File: src/rtl/demux_pkg.sv
// Shared defaults and channel-select encodings for the 1-to-2 byte stream demultiplexer.
package demux_pkg;

    localparam int unsigned DEF_WIDTH = 8;
    localparam int unsigned DEF_DEPTH = 2;
    localparam int unsigned DEF_CNT_W = 8;

    localparam logic CH0 = 1'b0;
    localparam logic CH1 = 1'b1;

endpackage

File: src/rtl/demux_fifo.sv
// Small synchronous FIFO with registered full/empty flags and a combinational head.
module demux_fifo #(
    parameter int unsigned WIDTH = 8,
    parameter int unsigned DEPTH = 2
) (
    input  logic             clk,
    input  logic             rst,
    input  logic             i_push,
    input  logic             i_pop,
    input  logic [WIDTH-1:0] i_data,
    output logic             o_full,
    output logic             o_empty,
    output logic [WIDTH-1:0] o_head
);

    localparam int unsigned AW = $clog2(DEPTH);
    localparam logic [AW:0] FULL_CNT = (AW + 1)'(DEPTH);
    localparam logic [AW:0] CNT_ONE  = (AW + 1)'(1);
    localparam logic [AW-1:0] PTR_ONE = AW'(1);

    logic [WIDTH-1:0] r_mem [DEPTH];
    logic [AW-1:0]    r_wr_ptr;
    logic [AW-1:0]    r_rd_ptr;
    logic [AW:0]      r_count;
    logic [AW:0]      w_count_next;
    logic             w_push;
    logic             w_pop;

    // Guard internally so a careless caller cannot corrupt the occupancy.
    assign w_push = i_push & ~o_full;
    assign w_pop  = i_pop & ~o_empty;

    assign o_full  = (r_count == FULL_CNT);
    assign o_empty = (r_count == '0);
    assign o_head  = r_mem[r_rd_ptr];

    always_comb begin
        w_count_next = r_count;
        unique case ({w_push, w_pop})
            2'b10:   w_count_next = r_count + CNT_ONE;
            2'b01:   w_count_next = r_count - CNT_ONE;
            default: w_count_next = r_count;
        endcase
    end

    always_ff @(posedge clk or posedge rst) begin
        if (rst) begin
            r_wr_ptr <= '0;
            r_rd_ptr <= '0;
            r_count  <= '0;
        end else begin
            if (w_push) r_wr_ptr <= r_wr_ptr + PTR_ONE;
            if (w_pop)  r_rd_ptr <= r_rd_ptr + PTR_ONE;
            r_count <= w_count_next;
        end
    end

    // Storage needs no reset: the head is only observed while non-empty.
    always_ff @(posedge clk) begin
        if (w_push) r_mem[r_wr_ptr] <= i_data;
    end

endmodule

File: src/rtl/demux12_stream.sv
// Steers a select-tagged byte stream into two independently buffered valid/ready channels,
// each with a wrapping count of accepted beats.
module demux12_stream
    import demux_pkg::*;
#(
    parameter int unsigned WIDTH = DEF_WIDTH,
    parameter int unsigned DEPTH = DEF_DEPTH,
    parameter int unsigned CNT_W = DEF_CNT_W
) (
    input  logic             clk,
    input  logic             rst,
    input  logic [WIDTH-1:0] A,
    input  logic             S,
    input  logic             in_valid,
    output logic             in_ready,
    output logic [WIDTH-1:0] Y0,
    output logic [WIDTH-1:0] Y1,
    output logic             out_valid0,
    output logic             out_valid1,
    input  logic             out_ready0,
    input  logic             out_ready1,
    output logic [CNT_W-1:0] count0,
    output logic [CNT_W-1:0] count1
);

    logic [1:0]       w_full;
    logic [1:0]       w_empty;
    logic [WIDTH-1:0] w_head0;
    logic [WIDTH-1:0] w_head1;
    logic             w_accept;
    logic             w_push0;
    logic             w_push1;
    logic             w_pop0;
    logic             w_pop1;
    logic [CNT_W-1:0] r_count0;
    logic [CNT_W-1:0] r_count1;

    // Ready looks only at the selected channel's registered full flag, never at out_ready.
    assign in_ready = ~rst & ~w_full[S];
    assign w_accept = in_valid & in_ready;
    assign w_push0  = w_accept & (S == CH0);
    assign w_push1  = w_accept & (S == CH1);

    assign out_valid0 = ~w_empty[0];
    assign out_valid1 = ~w_empty[1];
    assign w_pop0     = out_valid0 & out_ready0;
    assign w_pop1     = out_valid1 & out_ready1;

    assign Y0 = out_valid0 ? w_head0 : '0;
    assign Y1 = out_valid1 ? w_head1 : '0;

    assign count0 = r_count0;
    assign count1 = r_count1;

    demux_fifo #(
        .WIDTH (WIDTH),
        .DEPTH (DEPTH)
    ) u_fifo0 (
        .clk     (clk),
        .rst     (rst),
        .i_push  (w_push0),
        .i_pop   (w_pop0),
        .i_data  (A),
        .o_full  (w_full[0]),
        .o_empty (w_empty[0]),
        .o_head  (w_head0)
    );

    demux_fifo #(
        .WIDTH (WIDTH),
        .DEPTH (DEPTH)
    ) u_fifo1 (
        .clk     (clk),
        .rst     (rst),
        .i_push  (w_push1),
        .i_pop   (w_pop1),
        .i_data  (A),
        .o_full  (w_full[1]),
        .o_empty (w_empty[1]),
        .o_head  (w_head1)
    );

    always_ff @(posedge clk or posedge rst) begin
        if (rst) begin
            r_count0 <= '0;
            r_count1 <= '0;
        end else begin
            if (w_push0) r_count0 <= r_count0 + CNT_W'(1);
            if (w_push1) r_count1 <= r_count1 + CNT_W'(1);
        end
    end

endmodule

File: config.mk
export PLATFORM = sky130hd
export DESIGN_NAME = demux12_stream
export DESIGN_NICKNAME = d
export VERILOG_FILES = /design/src/rtl/demux_pkg.sv /design/src/rtl/demux_fifo.sv /design/src/rtl/demux12_stream.sv
export SDC_FILE = /design/constraint.sdc
export NUM_CORES = 1
export LEC_CHECK = 0
export ABC_CLOCK_PERIOD_IN_PS = 2390
export BUFFER_PORTS_ARGS = -buffer_cell sky130_fd_sc_hd__buf_2
export CORE_MARGIN = 1.5
export CORE_UTILIZATION = 33
export DETAILED_ROUTE_END_ITERATION = 8
export SLEW_MARGIN = 10
export SYNTH_ARGS = -nofsm -noshare
export SYNTH_HDL_FRONTEND = slang
export SYNTH_SLANG_ARGS = --single-unit
File: constraint.sdc
create_clock -name clk -period 2.39 [get_ports clk]
set_input_delay 0.3585 -clock clk [delete_from_list [all_inputs] [get_ports clk]]
set_output_delay 0.3585 -clock clk [all_outputs]
set_load 0.005 [all_outputs]
# ---- Word-level counts from Yosys, hierarchy flattened
# Memory sizes are Yosys's and may differ from the RTL's.
# Index checks and enable logic that the tools add are counted.
# Widths: inputs -> output; s select.
dict set report word_totals {
  reg_bits 24
  mem_bits_rw 32
  in_bits 14
  wordCells 58
  memories 2
}
dict set report classes {
  n_addsub 10
  magnitude_cmp 1
  eq_ne 6
  n_mux 10
  n_bitwise 17
  reduce_logical 4
}
# name depth word_bits rd rd_clocked_by_memory_dff wr line_no
set mem_list {}
lappend mem_list {u_fifo0.r_mem 2 8 1 0 1 demux_fifo.sv:21} ;# logic [WIDTH-1:0] r_mem [DEPTH];
lappend mem_list {u_fifo1.r_mem 2 8 1 0 1 demux_fifo.sv:21}
# cell n
set ops {}
lappend ops {{$add 8x1->8 const B} 2}
lappend ops {{$mux 8} 2}
lappend ops {{$and 1x1->1} 10}
lappend ops {{$eq 2x2->1 const B} 4}
lappend ops {{$pmux 2 s2} 2}
lappend ops {{$not 1->1} 7}
lappend ops {{$mux 1} 6}
lappend ops {{$add 1x1->1 const B} 4}
lappend ops {{$add 2x1->2 const B} 2}
lappend ops {{$eq 2x1->1 const B} 2}
lappend ops {{$logic_not 2->1} 2}
lappend ops {{$reduce_bool 2->1} 2}
lappend ops {{$sub 2x1->2 const B} 2}
lappend ops {{$lt 1x2->1 const B} 1}

# ---- Longest topological paths before layout
dict set report depth {
  word_depth 10
  ltp_mapped 8
  mapped_depth_nobuf 7
}

# ---- By module
# A second synthesis with hierarchy kept.
dict set report hier_totals {
  hier_cells 175
  area_unflattened_um2 2443.6
}
# module n_inst cells_each area_per_inst_um2 seq_area_each_um2
set modules_own_cells {}
lappend modules_own_cells {demux_fifo 2 44 778.2 580.6}
lappend modules_own_cells {demux12_stream 1 87 887.1 400.4}

# ---- Least setup slack after synthesis
# Ideal clock, no wire load.
dict set report synth_path {
  path_type {register to register}
  startpoint {register u_fifo1.r_count[1]}
  endpoint {memory u_fifo1.r_mem[0][0], enable pin}
  arrival_time_ns 1.428
  slack_ns 0.592
  path_stages_with_launch 6
  n_path_buf 1
  synth_period_minus_slack_ns 1.798
  cell_sequence {dfrtp_1 -> nor2b_1 -> nor3b_1 -> buf_2 -> inv_1 -> nor2_1}
}
dict set report synth_via {
  elab_chain_cells 10
  elab_cells_between_ends 11
  cone_classes {eq/ne: 1; mux: 4; bitwise: 6}
}
# element line_no
set synth_lines {}
lappend synth_lines {{from (decl)} demux_fifo.sv:24} ;# logic [AW:0] r_count;
lappend synth_lines {{from (signal assigned)} demux_fifo.sv:54} ;# r_count <= w_count_next;
lappend synth_lines {{$eq 2x2->1 *} demux_fifo.sv:33} ;# assign o_full = (r_count == FULL_CNT);
lappend synth_lines {{$mux 1 (not written as such) (2 in a row)} demux12_stream.sv:39} ;# assign in_ready = ~rst & ~w_full[S];
lappend synth_lines {{$not 1->1} demux12_stream.sv:39}
lappend synth_lines {{$and 1x1->1} demux12_stream.sv:39}
lappend synth_lines {{$and 1x1->1} demux12_stream.sv:40} ;# assign w_accept = in_valid & in_ready;
lappend synth_lines {{$and 1x1->1} demux12_stream.sv:42} ;# assign w_push1 = w_accept & (S == CH1);
lappend synth_lines {{$and 1x1->1 *} demux_fifo.sv:30} ;# assign w_push = i_push & ~o_full;
lappend synth_lines {{$mux 1 *} demux_fifo.sv:60} ;# if (w_push) r_mem[r_wr_ptr] <= i_data;
lappend synth_lines {{$mux 1 (not written as such) *} demux_fifo.sv:60}
lappend synth_lines {{to (decl)} demux_fifo.sv:21}
# Mark *: on every way between the ends. The rest lies on a longest branch, timed or not. The select of a mux whose other input is x is not followed.

# ---- Worst setup path in the final report
dict set report layout_path {
  startpoint {register u_fifo0.r_rd_ptr}
  endpoint {output port Y0[3]}
}
dict set report layout_via {
  elab_chain_cells 2
}
# element line_no
set layout_lines {}
lappend layout_lines {{from (decl)} demux_fifo.sv:23} ;# logic [AW-1:0] r_rd_ptr;
lappend layout_lines {{from (signal assigned)} demux_fifo.sv:53} ;# if (w_pop) r_rd_ptr <= r_rd_ptr + PTR_ONE;
lappend layout_lines {{$mem_v2 2x8} --}
lappend layout_lines {{$mux 8} demux12_stream.sv:49} ;# assign Y0 = out_valid0 ? w_head0 : '0;
lappend layout_lines {{to (decl)} demux12_stream.sv:16} ;# output logic [WIDTH-1:0] Y0,
# Every way passes these cells.

==> results.cfg <==
[logic_synthesis]
syn-mean-instance-area_um2 = 14.17
synth_cell_type_count = 26
synthTopCellsByArea = edfxtp_1 (41%), dfrtp_1 (26%), mux2i_1 (6.9%)
synth_top_cell_area_share_pct = 41.36
synthCells = 164
synthArstFlopShare_pct = 42.86
syn-cell-area_um2 = 2323
yosys.area.top_type = edfxtp_1
ys_ff_latch = 56
yosysWarnings = 0
ys.flop_type = edfxtp_1
synth_nets = 182
seq_area_frac_synth_pct = 67.21
synth_edf_count = 32

[route]
first_pass_iters = 4
antenna_left = 0
via_count = 1395
wl_per_cell_um = 12.56
drt-total-wl_mm = 4.008
first_iter_violations = 24
drc_errors = 0
viasPerCell = 4.373

[die]
ios = 49
die_w_um = 86.91
row_count = 30
dieHeight_um = 86.91
die_area_um2 = 7553
initial_utilization_pct = 34.20
core_um2 = 6794

[power_and_ir_drop]
power_leakage_nw = 1.216
vdd_drop_max_v = 0.0005954
power_density_nw_per_um2 = 992.5

[worst_setup_path]
crit_required_ns = 2.03
cp_cell_sequence = mux2i_1, nor2_1, buf_2
r2r_setup_slack_ns = 0.66
ff2ff_path_depth = 6
cp.buffers_inverters = 1
crit_path_start_kind = register
rr_startpoint = u_fifo1.r_count[1]
cp_slowest_cell = dfrtp_1
worstSetupEndpointType = primary output
path_delay_family = flip-flops
critPathKind = register to primary output
cp_slowest_stage_delay_ns = 0.66
crit_fanout = 9
reg2reg_to = u_fifo1.r_count[1]
crit_arrival_ns = 1.42

[timing]
holdWs_ns = 0.09977
max_slew_margin_pct = 67.25
hold_viol = 0
clock_skew_ns = 0.006324
min_period_ns = 1.774
period_share_pct = 74.22
finalSetupTns_ns = 0
drv_slew = 0
rsz0062_at_grt = no
max_freq_mhz = 563.7
setup_viol = 0
worst_pin_slew_ns = 0.4913

[cells_and_area]
finalNetCount = 240
diodes = 0
drive_above_1_share_pct = 30.04
areaGrowthSynthToFinish_pct = 20.73
fillCellCount = 662
final_common_cell = buf_2
final_cell_mix = buf_2 (48), edfxtp_1 (32), dfrtp_1 (24)

[global_route]
grt_pass1_wl_mm = 6.423
use_met3_pct = 3.033
use_met1_pct = 16.51
first_global_vias = 1318
grt_max_degree = 25
grt_busiest_layer = met1
groute.usage.overall_pct = 11.29
grt_overflow = 0
antenna_found_initial = 0
met2_usage_pct = 16.00

[placed_design]
port_buffers = 48
dp_hpwl_mm = 2.926
routabilityCongestion = 0.7188

[clock_network]
htree_num_levels = 2
cts_buffers = 5
postCtsResizedCells = 0
cts.sinks = 56
clkLatencyLatePin_ns = 0.30
cts_tree = done
cts_setup_buffers = 0
cts.path.max_buffers = 2
cts_root_buf = clkbuf_8
cts.clk_slew.worst_paths_ns = 0.10
cts_hold_buffers = 0

[hold_path]
hold_path.class = input port to asynchronous set/reset pin

[run_status]
status = finished, final reports clean

[flow_run]
maxCapViolCount = 0
## worst reg2reg max path, stage by stage, from the launching register on
cell and delay, ns:
dfrtp_1 0.41, nor2b_1 0.17, nor3b_1 0.38, inv_1 0.11, ha_1 0.31, nor2_1 0.14, xor2_1 0.15
## area by class of cell
cell class                 count  area [µm²]  share of cell area, %
clock buffer                   6       72.57                  2.587
clock inverter                 2       16.27                 0.5798
inverter                       5       18.77                 0.6690
multi-input combinational    100       730.7                  26.05
sequential                    56        1562                  55.66
tap                           96       120.1                  4.282
timing repair buffer          54       285.3                  10.17
## synthesized netlist by cell type (2+ instances only)
| master | count |
|---|---|
| nand3_1 | 5 |
| xnor2_1 | 16 |
| xor2_1 | 7 |
| and2_1 | 4 |
| ha_1 | 4 |
| clkbuf_1 | 2 |
| dfrtp_1 | 24 |
| inv_1 | 4 |
| nor2b_1 | 5 |
| nand2_1 | 7 |
| nand4_1 | 4 |
| edfxtp_1 | 32 |
| mux2i_1 | 16 |
| nor2_1 | 22 |
## kinds of logic (layout without fill, tap and decap cells)
family	after synthesis	in the layout	share of synthesized area, %
AOI/OAI and AO/OA	1	1	0.3232
xor gates and xnor gates	24	24	9.370
adders and majority gates	4	4	2.154
buffers and inverters	8	67	1.346
DFF	56	56	67.21
muxes	17	17	7.377
and+or+nand+nor	54	54	12.22
## routing by layer
metal / up-vias / part of all wire, %
met1: 662 / 51
li1: 682 / -
met2: 45 / 42
met4: 0 / 1.5
met5: - / 0
met3: 6 / 5.7
## metrics by stage
step / setup slack, ns / cells / cell area, µm² / total power [mW] / util [%]
after floorplan: 0.5920 / 164 / 2323 / 1.931 / -
after global placement: 0.6741 / 311 / 2716 / 2.307 / 39.98
after detailed placement: 0.6411 / 311 / 2716 / 2.315 / 39.98
after CTS: 0.5869 / 319 / 2805 / 2.824 / 41.29
after global routing: 0.5088 / 319 / 2805 / 2.971 / 41.29
final: 0.6160 / 319 / 2805 / 2.784 / 41.29
## registers in the layout, summed over array words and instances (netlist names)
register,flops
u_fifo1.r_rd_ptr,1
u_fifo1.r_wr_ptr,1
u_fifo0.r_rd_ptr,1
u_fifo0.r_mem,16
u_fifo1.r_mem,16
u_fifo1.r_count,2
u_fifo0.r_wr_ptr,1
count0,8
count1,8
u_fifo0.r_count,2
## how the worst max path moves through the flow
stage / startpoint / to / slack [ns] / depth (start not counted)
after global placement: rst / u_fifo0.r_count[1] / 0.67 / 7
final: u_fifo0.r_rd_ptr / Y0[3] / 0.62 / 3
after detailed placement: rst / u_fifo0.r_count[1] / 0.64 / 7
after CTS: u_fifo0.r_rd_ptr / Y0[3] / 0.59 / 3
after global routing: u_fifo1.r_count[1] / u_fifo1.r_count[1] / 0.51 / 7
after floorplan: u_fifo1.r_count[1] / u_fifo1.r_mem[0][0] / 0.59 / 5
## where the power goes
| group | internal (mW) | leakage [nW] | switching, mW | total (mW) |
|---|---|---|---|---|
| Clock | 0.209 | 0.0414 | 0.295 | 0.504 |
| Combinational | 0.459 | 0.581 | 0.398 | 0.857 |
| Sequential | 1.20 | 0.594 | 0.223 | 1.42 |
(Power assumes the default switching activity.)
